### config.mk
export PLATFORM = sky130hd
export DESIGN_NAME = sysbus_mem_ctrl
export DESIGN_NICKNAME = d
export VERILOG_FILES = /design/src/rtl/sysbus_mem_ctrl.sv
export SDC_FILE = /design/constraint.sdc
export NUM_CORES = 1
export LEC_CHECK = 0
export ABC_AREA = 1
export CAP_MARGIN = 25
export CORE_ASPECT_RATIO = 1.1
export CORE_MARGIN = 2
export CORE_UTILIZATION = 50
export CTS_BUF_LIST = sky130_fd_sc_hd__clkbuf_2 sky130_fd_sc_hd__clkbuf_4 sky130_fd_sc_hd__clkbuf_8
export DETAILED_ROUTE_END_ITERATION = 12
export HOLD_SLACK_MARGIN = 0.15
export PLACE_DENSITY = 0.85
export SLEW_MARGIN = 20
export SYNTH_ARGS = -nofsm -noshare
export SYNTH_HDL_FRONTEND = slang
export SYNTH_SLANG_ARGS = --single-unit
### constraint.sdc
create_clock -name i_clk -period 2.8 [get_ports i_clk]
set_input_delay 0.84 -clock i_clk [delete_from_list [all_inputs] [get_ports i_clk]]
set_output_delay 0.84 -clock i_clk [all_outputs]
set_load 0.02 [all_outputs]
### src/rtl/sysbus_mem_ctrl.sv
// SysBus memory responder: latches address/write data from SysBus and runs wait-stated
// read/write cycles on an external asynchronous SRAM, reporting completion with Ready/Done.
module sysbus_mem_ctrl #(
    parameter int unsigned WaitStates = 1,
    parameter int unsigned AddrBits   = 12
) (
    input  logic                i_clk,
    input  logic                i_rst_n,
    input  logic [15:0]         i_sys_bus,
    input  logic                i_addr_we,
    input  logic                i_read_req,
    input  logic                i_write_req,
    output logic [15:0]         o_data_out,
    output logic                o_ready,
    output logic                o_done,
    output logic                o_addr_err,
    output logic [AddrBits-1:0] o_ram_addr,
    output logic [15:0]         o_ram_wdata,
    input  logic [15:0]         i_ram_rdata,
    output logic                o_ram_cs_n,
    output logic                o_ram_oe_n,
    output logic                o_ram_we_n
);

    localparam logic [1:0] ST_IDLE   = 2'd0;
    localparam logic [1:0] ST_SETUP  = 2'd1;
    localparam logic [1:0] ST_STROBE = 2'd2;
    localparam logic [1:0] ST_DONE   = 2'd3;

    localparam logic [3:0] WAIT_INIT = 4'(WaitStates);

    logic [1:0]          r_state;
    logic [15:0]         r_addr;
    logic [15:0]         r_wdata;
    logic [15:0]         r_data_out;
    logic [AddrBits-1:0] r_ram_addr;
    logic [3:0]          r_wait;
    logic                r_is_write;
    logic                r_err;

    logic                w_idle;
    logic                w_accept;
    logic [15:0]         w_addr_next;
    logic                w_out_of_range;
    logic                w_access;

    // An AddrWe on the accepting edge must be seen by both the range check and RamAddr.
    always_comb begin
        w_idle         = (r_state == ST_IDLE);
        w_accept       = w_idle && (i_read_req || i_write_req);
        w_addr_next    = (w_idle && i_addr_we) ? i_sys_bus : r_addr;
        w_out_of_range = (w_addr_next >> AddrBits) != 16'd0;
        w_access       = ((r_state == ST_SETUP) || (r_state == ST_STROBE)) && !r_err;
    end

    always_ff @(posedge i_clk or negedge i_rst_n) begin
        if (!i_rst_n) begin
            r_state    <= ST_IDLE;
            r_addr     <= 16'd0;
            r_wdata    <= 16'd0;
            r_data_out <= 16'd0;
            r_ram_addr <= '0;
            r_wait     <= 4'd0;
            r_is_write <= 1'b0;
            r_err      <= 1'b0;
        end else begin
            case (r_state)
                ST_IDLE: begin
                    if (i_addr_we) begin
                        r_addr <= i_sys_bus;
                    end
                    if (w_accept) begin
                        r_state    <= ST_SETUP;
                        r_is_write <= i_write_req;
                        r_err      <= w_out_of_range;
                        r_ram_addr <= w_addr_next[AddrBits-1:0];
                        if (i_write_req) begin
                            r_wdata <= i_sys_bus;
                        end
                    end
                end
                ST_SETUP: begin
                    r_state <= ST_STROBE;
                    r_wait  <= WAIT_INIT;
                end
                ST_STROBE: begin
                    if (r_wait == 4'd0) begin
                        r_state <= ST_DONE;
                        if (!r_is_write) begin
                            r_data_out <= r_err ? 16'h0000 : i_ram_rdata;
                        end
                    end else begin
                        r_wait <= r_wait - 4'd1;
                    end
                end
                default: begin
                    r_state <= ST_IDLE;
                end
            endcase
        end
    end

    assign o_data_out  = r_data_out;
    assign o_ready     = w_idle;
    assign o_done      = (r_state == ST_DONE);
    assign o_addr_err  = (r_state == ST_DONE) && r_err;
    assign o_ram_addr  = r_ram_addr;
    assign o_ram_wdata = r_wdata;
    assign o_ram_cs_n  = !w_access;
    assign o_ram_oe_n  = !(w_access && (r_state == ST_STROBE) && !r_is_write);
    assign o_ram_we_n  = !(w_access && (r_state == ST_STROBE) && r_is_write);

endmodule

Yosys cells after proc, flatten, opt, wreduce, memory -nomap -nowiden
Index checks and enable logic that the tools add are counted.

Input bits: 37. Bits in read-only memories: 0. Output and inout port bits: 50. Bits in latches: 0. Memories: 0. Register bits: 68. Logic and storage cells: 47. RAM bits: 0.

Mux-type cells: 7. Eq/ne operators: 6. Shifts and indexed selects: 0. Bitwise gates (word level): 1. $lt $le $gt $ge: 0. Reduce and logical (&&, ||, !) cells: 24. $mul: 0. Div/mod/pow operators: 0. Add/subtract/negate cells: 1.

Operator list (number): 16-bit two-way mux (2); 16-bit nonzero test (1); 4-bit one-hot mux with 2 select lines (1); 2-bit AND reduction (4); 1-bit logical AND (7); 2-bit one-hot mux with 3 select lines (1); 3-bit AND reduction (2); 1-bit logical NOT (5); 2-bit == test (second input constant) (2); 4-bit logical NOT (1); 2-bit two-way mux (2); 4-bit two-way mux (1); 2-bit != test (second input constant) (2); 4-bit by 1-bit subtractor with 4-bit output (second input constant) (1); 2-bit by 1-bit == test with 1-bit output (second input constant) (1); 2-bit logical NOT (1); 1-bit logical OR (2); 2-bit by 1-bit != test with 1-bit output (second input constant) (1); 2-bit nonzero test (1); 1-bit inverter (1).

Logic depth before layout (Yosys ltp)
Depth in word-level cells: 6. Depth in mapped cells: 10. Depth with buffers taken out: 9.

Least setup slack after synthesis
OpenSTA, ideal clock, no wires.

Kind: register to output. Start: register r_err. End: output port o_ram_we_n. Slack: 0.941 ns. Required time: 1.960 ns. Cell stages (with the launch flop): 4. Data arrival time: 1.019 ns. Path through: dfrtp_1 clkinv_1 clkbuf_1 nand3_1.

Word-level cells in the longest chain between the ends: 5.

Ends and longest elaborated chain: from (decl) (line 39) `logic r_err;`; from (signal assigned) (line 75) `r_err <= w_out_of_range;`; 1-bit logical NOT (line 53) `w_access = ((r_state == ST_SETUP) || (r_state == ST_STROBE)) && !r_err;`; 1-bit logical AND (line 53); 1-bit logical AND (2 in a row) (line 111) `assign o_ram_we_n = !(w_access && (r_state == ST_STROBE) && r_is_write);`; 1-bit logical NOT (line 111); to (decl) (line 22) `output logic o_ram_we_n`.

Every way passes these cells.

Worst setup path after layout
Start: register r_state[0]. End: output port o_ram_cs_n.

Word-level cells in the longest chain between the ends: 4.

Ends and longest elaborated chain: from (decl) (line 32) `logic [1:0] r_state;`; from (signal assigned) (line 58) `r_state <= ST_IDLE;`; from (signal assigned) (line 73) `r_state <= ST_SETUP;`; from (signal assigned) (line 83) `r_state <= ST_STROBE;`; 2-bit by 1-bit == test with 1-bit output or 2-bit == test (tied branches) (line 53); 1-bit logical OR (*) (line 53); 1-bit logical AND (*) (line 53); 1-bit logical NOT (*) (line 109) `assign o_ram_cs_n = !w_access;`; to (decl) (line 20) `output logic o_ram_cs_n,`.

Every way passes the cells marked *; elsewhere a longest branch is shown, timed or not.

==> impl_metrics.xml <==
<?xml version="1.0" encoding="UTF-8"?>
<metrics>
  <group name="placement">
    <metric name="post_dp_cell_area" unit="mm²">0.003761</metric>
    <metric name="portbufs" unit="">86</metric>
    <metric name="dp_cells" unit="">458</metric>
    <metric name="dp.final_hpwl" unit="mm">4.661</metric>
    <metric name="routabilityCongestion" unit="">0.7636</metric>
  </group>
  <group name="worst_setup_path">
    <metric name="worstSetupEndpoint" unit="">o_ram_cs_n</metric>
    <metric name="timing.reg2reg.worst_path_depth" unit="">7</metric>
    <metric name="cp_cell_sequence" unit="">inv_1, ha_1, nand2_1, clkdlybuf4s50_1</metric>
    <metric name="worst-endpoint-required" unit="ns">1.96</metric>
    <metric name="critical_path.endpoint_type" unit="">output pin</metric>
    <metric name="timing.critical_path.slowest_cell_delay" unit="ns">0.59</metric>
    <metric name="worst_reg2reg_path_endpoint" unit="">o_data_out[6]$_DFFE_PN0P_</metric>
    <metric name="critical-path-slowest-cell" unit="">clkdlybuf4s50_1</metric>
    <metric name="crit_path_start" unit="">r_state[0]$_DFFE_PN0P_</metric>
    <metric name="setup.worst_path.class" unit="">reg2out</metric>
    <metric name="critical_path.startpoint_type" unit="">flip-flop</metric>
    <metric name="crit_path_max_fanout" unit="">5</metric>
    <metric name="timing.reg2reg.setup_slack" unit="ns">0.78</metric>
    <metric name="crit-reg2reg-launch" unit="">r_state[0]$_DFFE_PN0P_</metric>
    <metric name="arrival" unit="ns">1.82</metric>
  </group>
  <group name="clock_tree">
    <metric name="h-tree-depth" unit="">3</metric>
    <metric name="clkSlewWorstSetupHoldPaths" unit="ns">0.07</metric>
    <metric name="cts.path.max_buffers" unit="">2</metric>
    <metric name="cts_inserted_buffers" unit="">9</metric>
    <metric name="tritoncts_num_sinks" unit="">68</metric>
    <metric name="worstSkewPairLatency" unit="ns">0.32</metric>
    <metric name="tritoncts" unit="">done</metric>
    <metric name="root_buffer" unit="">clkbuf_8</metric>
  </group>
  <group name="floorplanning">
    <metric name="rows" unit="">28</metric>
    <metric name="die_footprint" unit="mm²">0.006337</metric>
    <metric name="ioPinCount" unit="">87</metric>
    <metric name="dieWidth" unit="µm">76.08</metric>
    <metric name="core" unit="mm²">0.005465</metric>
    <metric name="die_h" unit="µm">83.29</metric>
    <metric name="initial_utilization" unit="%">52.29</metric>
  </group>
  <group name="layout">
    <metric name="finalNetCount" unit="">438</metric>
    <metric name="layout-area-overhead-vs-synth" unit="%">38.40</metric>
    <metric name="fin_cells" unit="">473</metric>
    <metric name="antenna-diode-count" unit="">0</metric>
    <metric name="final_area" unit="mm²">0.003955</metric>
    <metric name="n_fill_cell" unit="">429</metric>
    <metric name="combined_area_of_the_multi_input_logic_cells" unit="µm²">978.4</metric>
    <metric name="post_route_cells_drive_above_1_share" unit="%">10.55</metric>
    <metric name="seq_area" unit="mm²">0.001702</metric>
  </group>
  <group name="global_routing">
    <metric name="grt_first_pass_wirelength" unit="mm">10.40</metric>
    <metric name="largest_net_degree_at_the_start_of_global_routing" unit="">33</metric>
    <metric name="grt.overflow.total" unit="">0</metric>
    <metric name="antenna_found_initial" unit="">0</metric>
    <metric name="global_route.usage.total" unit="%">20.70</metric>
    <metric name="grt_pass1_vias" unit="">2155</metric>
  </group>
  <group name="detailed_routing">
    <metric name="drt-total-wl" unit="mm">6.305</metric>
    <metric name="drt_iter0_drc" unit="">76</metric>
    <metric name="route.detailed.drc" unit="">0</metric>
    <metric name="ant_nets" unit="">0</metric>
    <metric name="dr_total_vias" unit="">2275</metric>
    <metric name="avgViaCountPerCell" unit="">4.810</metric>
    <metric name="maxUsedRoutingLayer" unit="">met4</metric>
    <metric name="drt_first_pass_iters" unit="">4</metric>
    <metric name="wl_met2" unit="mm">3.194</metric>
    <metric name="wl_met3" unit="µm">220</metric>
    <metric name="wirelength_met1" unit="mm">2.778</metric>
    <metric name="wl_per_cell" unit="µm">13.33</metric>
  </group>
  <group name="logic_synthesis">
    <metric name="combinational_family_with_the_most_area_after_synthesis" unit="">simple AND/OR/NAND/NOR gates</metric>
    <metric name="post_synthesis_cell_area" unit="mm²">0.002858</metric>
    <metric name="synth_top_area_share" unit="%">59.54</metric>
    <metric name="post-synth-top-count-cell" unit="">nand2_1</metric>
    <metric name="post_synth_most_frequent_cells" unit="">nand2_1 (124), dfrtp_1 (68), inv_1 (22)</metric>
    <metric name="muxShareOfSynthArea" unit="%">1.576</metric>
    <metric name="post_synth_xor_area_fraction" unit="%">0</metric>
    <metric name="synth_edf_count" unit="">0</metric>
    <metric name="yosysUniqueCellTypes" unit="">21</metric>
    <metric name="yosys_register_bits" unit="">68</metric>
    <metric name="area_fraction_in_compound_gates_after_synthesis" unit="%">10.07</metric>
    <metric name="post_synth_fa_ha_maj_area_fraction" unit="%">3.065</metric>
    <metric name="synth_sequential_area_ratio" unit="%">59.54</metric>
    <metric name="syn_inst" unit="">303</metric>
    <metric name="postSynth.topFlopCell" unit="">dfrtp_1</metric>
    <metric name="syn_area_per_cell" unit="µm²">9.431</metric>
    <metric name="asyncSetResetFlopFracSynth" unit="%">100.0</metric>
    <metric name="ranking_of_synthesized_cells_by_area" unit="">dfrtp_1 (60%), nand2_1 (16%), o21ai_2 (4.0%), ha_1 (3.1%), inv_1 (2.9%)</metric>
    <metric name="post_synth_and_or_nand_nor_area_fraction" unit="%">19.53</metric>
    <metric name="synth.net_count" unit="">347</metric>
    <metric name="yosysWarnings" unit="">0</metric>
    <metric name="synth.largest_area_cell" unit="">dfrtp_1</metric>
  </group>
  <group name="sta">
    <metric name="worst_slew_slack_as_a_fraction_of_its_limit" unit="%">36.72</metric>
    <metric name="fmax" unit="GHz">0.3765</metric>
    <metric name="timing.setup.tns" unit="ns">0</metric>
    <metric name="worst_pin_slew" unit="ns">0.9469</metric>
    <metric name="skew" unit="ns">0.006558</metric>
    <metric name="final_cycle_utilization_of_the_critical_path" unit="%">94.85</metric>
    <metric name="timing_hold_violations_final" unit="">0</metric>
    <metric name="layout_min_cycle_time" unit="ns">2.656</metric>
    <metric name="maxSlewViolCount" unit="">0</metric>
    <metric name="timing.final.setup_violations" unit="">0</metric>
    <metric name="rsz0062_at_grt" unit="">no</metric>
  </group>
  <group name="power_and_ir_drop">
    <metric name="power_frac_seq" unit="%">35.5</metric>
    <metric name="p_sw_share" unit="%">39.35</metric>
    <metric name="irDropWorstVdd" unit="mV">0.6067</metric>
    <metric name="power.leakage" unit="nW">1.941</metric>
    <metric name="power.internal" unit="W">0.002857</metric>
    <metric name="clock_power_share" unit="%">15.8</metric>
    <metric name="p_total" unit="W">0.004711</metric>
    <metric name="comb_power_share" unit="%">48.6</metric>
    <metric name="switching_power" unit="W">0.001854</metric>
    <metric name="pwr_density_cell" unit="mW/mm²">1191</metric>
  </group>
  <group name="run">
    <metric name="drv_cap" unit="">0</metric>
  </group>
  <group name="status">
    <metric name="status" unit="">finished, final reports clean</metric>
  </group>
  <group name="hold_path">
    <metric name="min-delay-path-class" unit="">reg2reg</metric>
  </group>
</metrics>
[cells by family (layout without fill, tap and decap cells)]
family | after synthesis | after routing
adder cells (fa/ha/maj) | 7 | 7
AND/OR/NAND/NOR | 142 | 142
buffers and inverters | 35 | 130
flip-flops | 68 | 68
multiplexers | 4 | 4
AO/OA/AOI/OAI | 47 | 47
[placed cells by master (no fill, tap or decap), drive strengths merged]
master / netlist / final
a21oi: 1 / 1
buf: 9 / 7
clkbuf: 3 / 14
clkdlybuf4s50: 0 / 84
clkinv: 1 / 2
dfrtp: 68 / 68
dlymetal6s2s: 0 / 1
ha: 7 / 7
inv: 22 / 22
mux2: 4 / 4
nand2: 126 / 126
nand3: 10 / 10
nor2: 6 / 6
o21ai: 44 / 44
o21bai: 1 / 1
o22ai: 1 / 1
[timing repair]
item	CTS	global route
hold buffers	0	0
setup buffers	0	0
resized for setup	0	1
setup endpoints to repair	0	1
[per-stage QoR]
step	worst slack [ns]	hold WS [ns]	util, %
2_1_floorplan	0.9406	0.4387	-
5_1_grt	0.07525	0.4929	72.37
3_5_place_dp	0.4038	0.4574	68.82
3_3_place_gp	0.4712	0.4515	68.82
4_1_cts	0.04675	0.4752	72.32
6_report	0.1443	0.4726	72.37
[per-layer routing]
| metal | up-vias | global-route usage [%] |
|---|---|---|
| met3 | 8 | 3.043 |
| li1 | 1132 | - |
| met4 | 0 | 8.430 |
| met1 | 1077 | 25.79 |
| met5 | - | 0 |
| met2 | 58 | 36.28 |
[flip-flops by register name, summed over array words and instances (netlist names)]
name	count
r_is_write	1
r_err	1
r_addr	16
o_data_out	16
o_ram_wdata	16
r_wait	4
o_ram_addr	12
r_state	2
[layout make-up]
class,count,area share [%]
flip-flops and latches,68,43.02
multi-input cells,200,24.74
repair buffers,92,22.84
clock buffers,14,4.714
well taps,75,2.373
inverters,23,2.183
clock inverters,1,0.1265
[how the worst min path moves through the flow]
stage                                 startpoint                endpoint  slack (ns)  cells after the start
after floorplan           r_addr[12]$_DFFE_PN0N_  r_addr[12]$_DFFE_PN0N_        0.44                      2
after global placement     r_addr[0]$_DFFE_PN0N_   r_addr[0]$_DFFE_PN0N_        0.45                      2
after detailed placement   r_addr[3]$_DFFE_PN0N_   r_addr[3]$_DFFE_PN0N_        0.46                      2
after CTS                 r_addr[12]$_DFFE_PN0N_  r_addr[12]$_DFFE_PN0N_        0.48                      2
after global routing      r_addr[12]$_DFFE_PN0N_  r_addr[12]$_DFFE_PN0N_        0.49                      2
final                     r_addr[12]$_DFFE_PN0N_  r_addr[12]$_DFFE_PN0N_        0.47                      2
[power groups by stage]
stage / clock network [W] / registers, W / logic [W]
after floorplan: 0 / 0.00201 / 0.00102
after global placement: 0 / 0.00167 / 0.00223
after detailed placement: 0 / 0.00168 / 0.00231
after CTS: 0.000761 / 0.00167 / 0.00232
after global routing: 0.000803 / 0.00172 / 0.00250
final: 0.000746 / 0.00167 / 0.00229
[critical path: cells and delay by family, from the launching register on]
kind / cells / cell delay, ns
adder cells (fa/ha/maj): 1 / 0.31
AND/OR/NAND/NOR: 1 / 0.07
buffers and inverters: 2 / 0.68
flip-flops: 1 / 0.43
No activity file was read; power rests on OpenSTA's default activity.
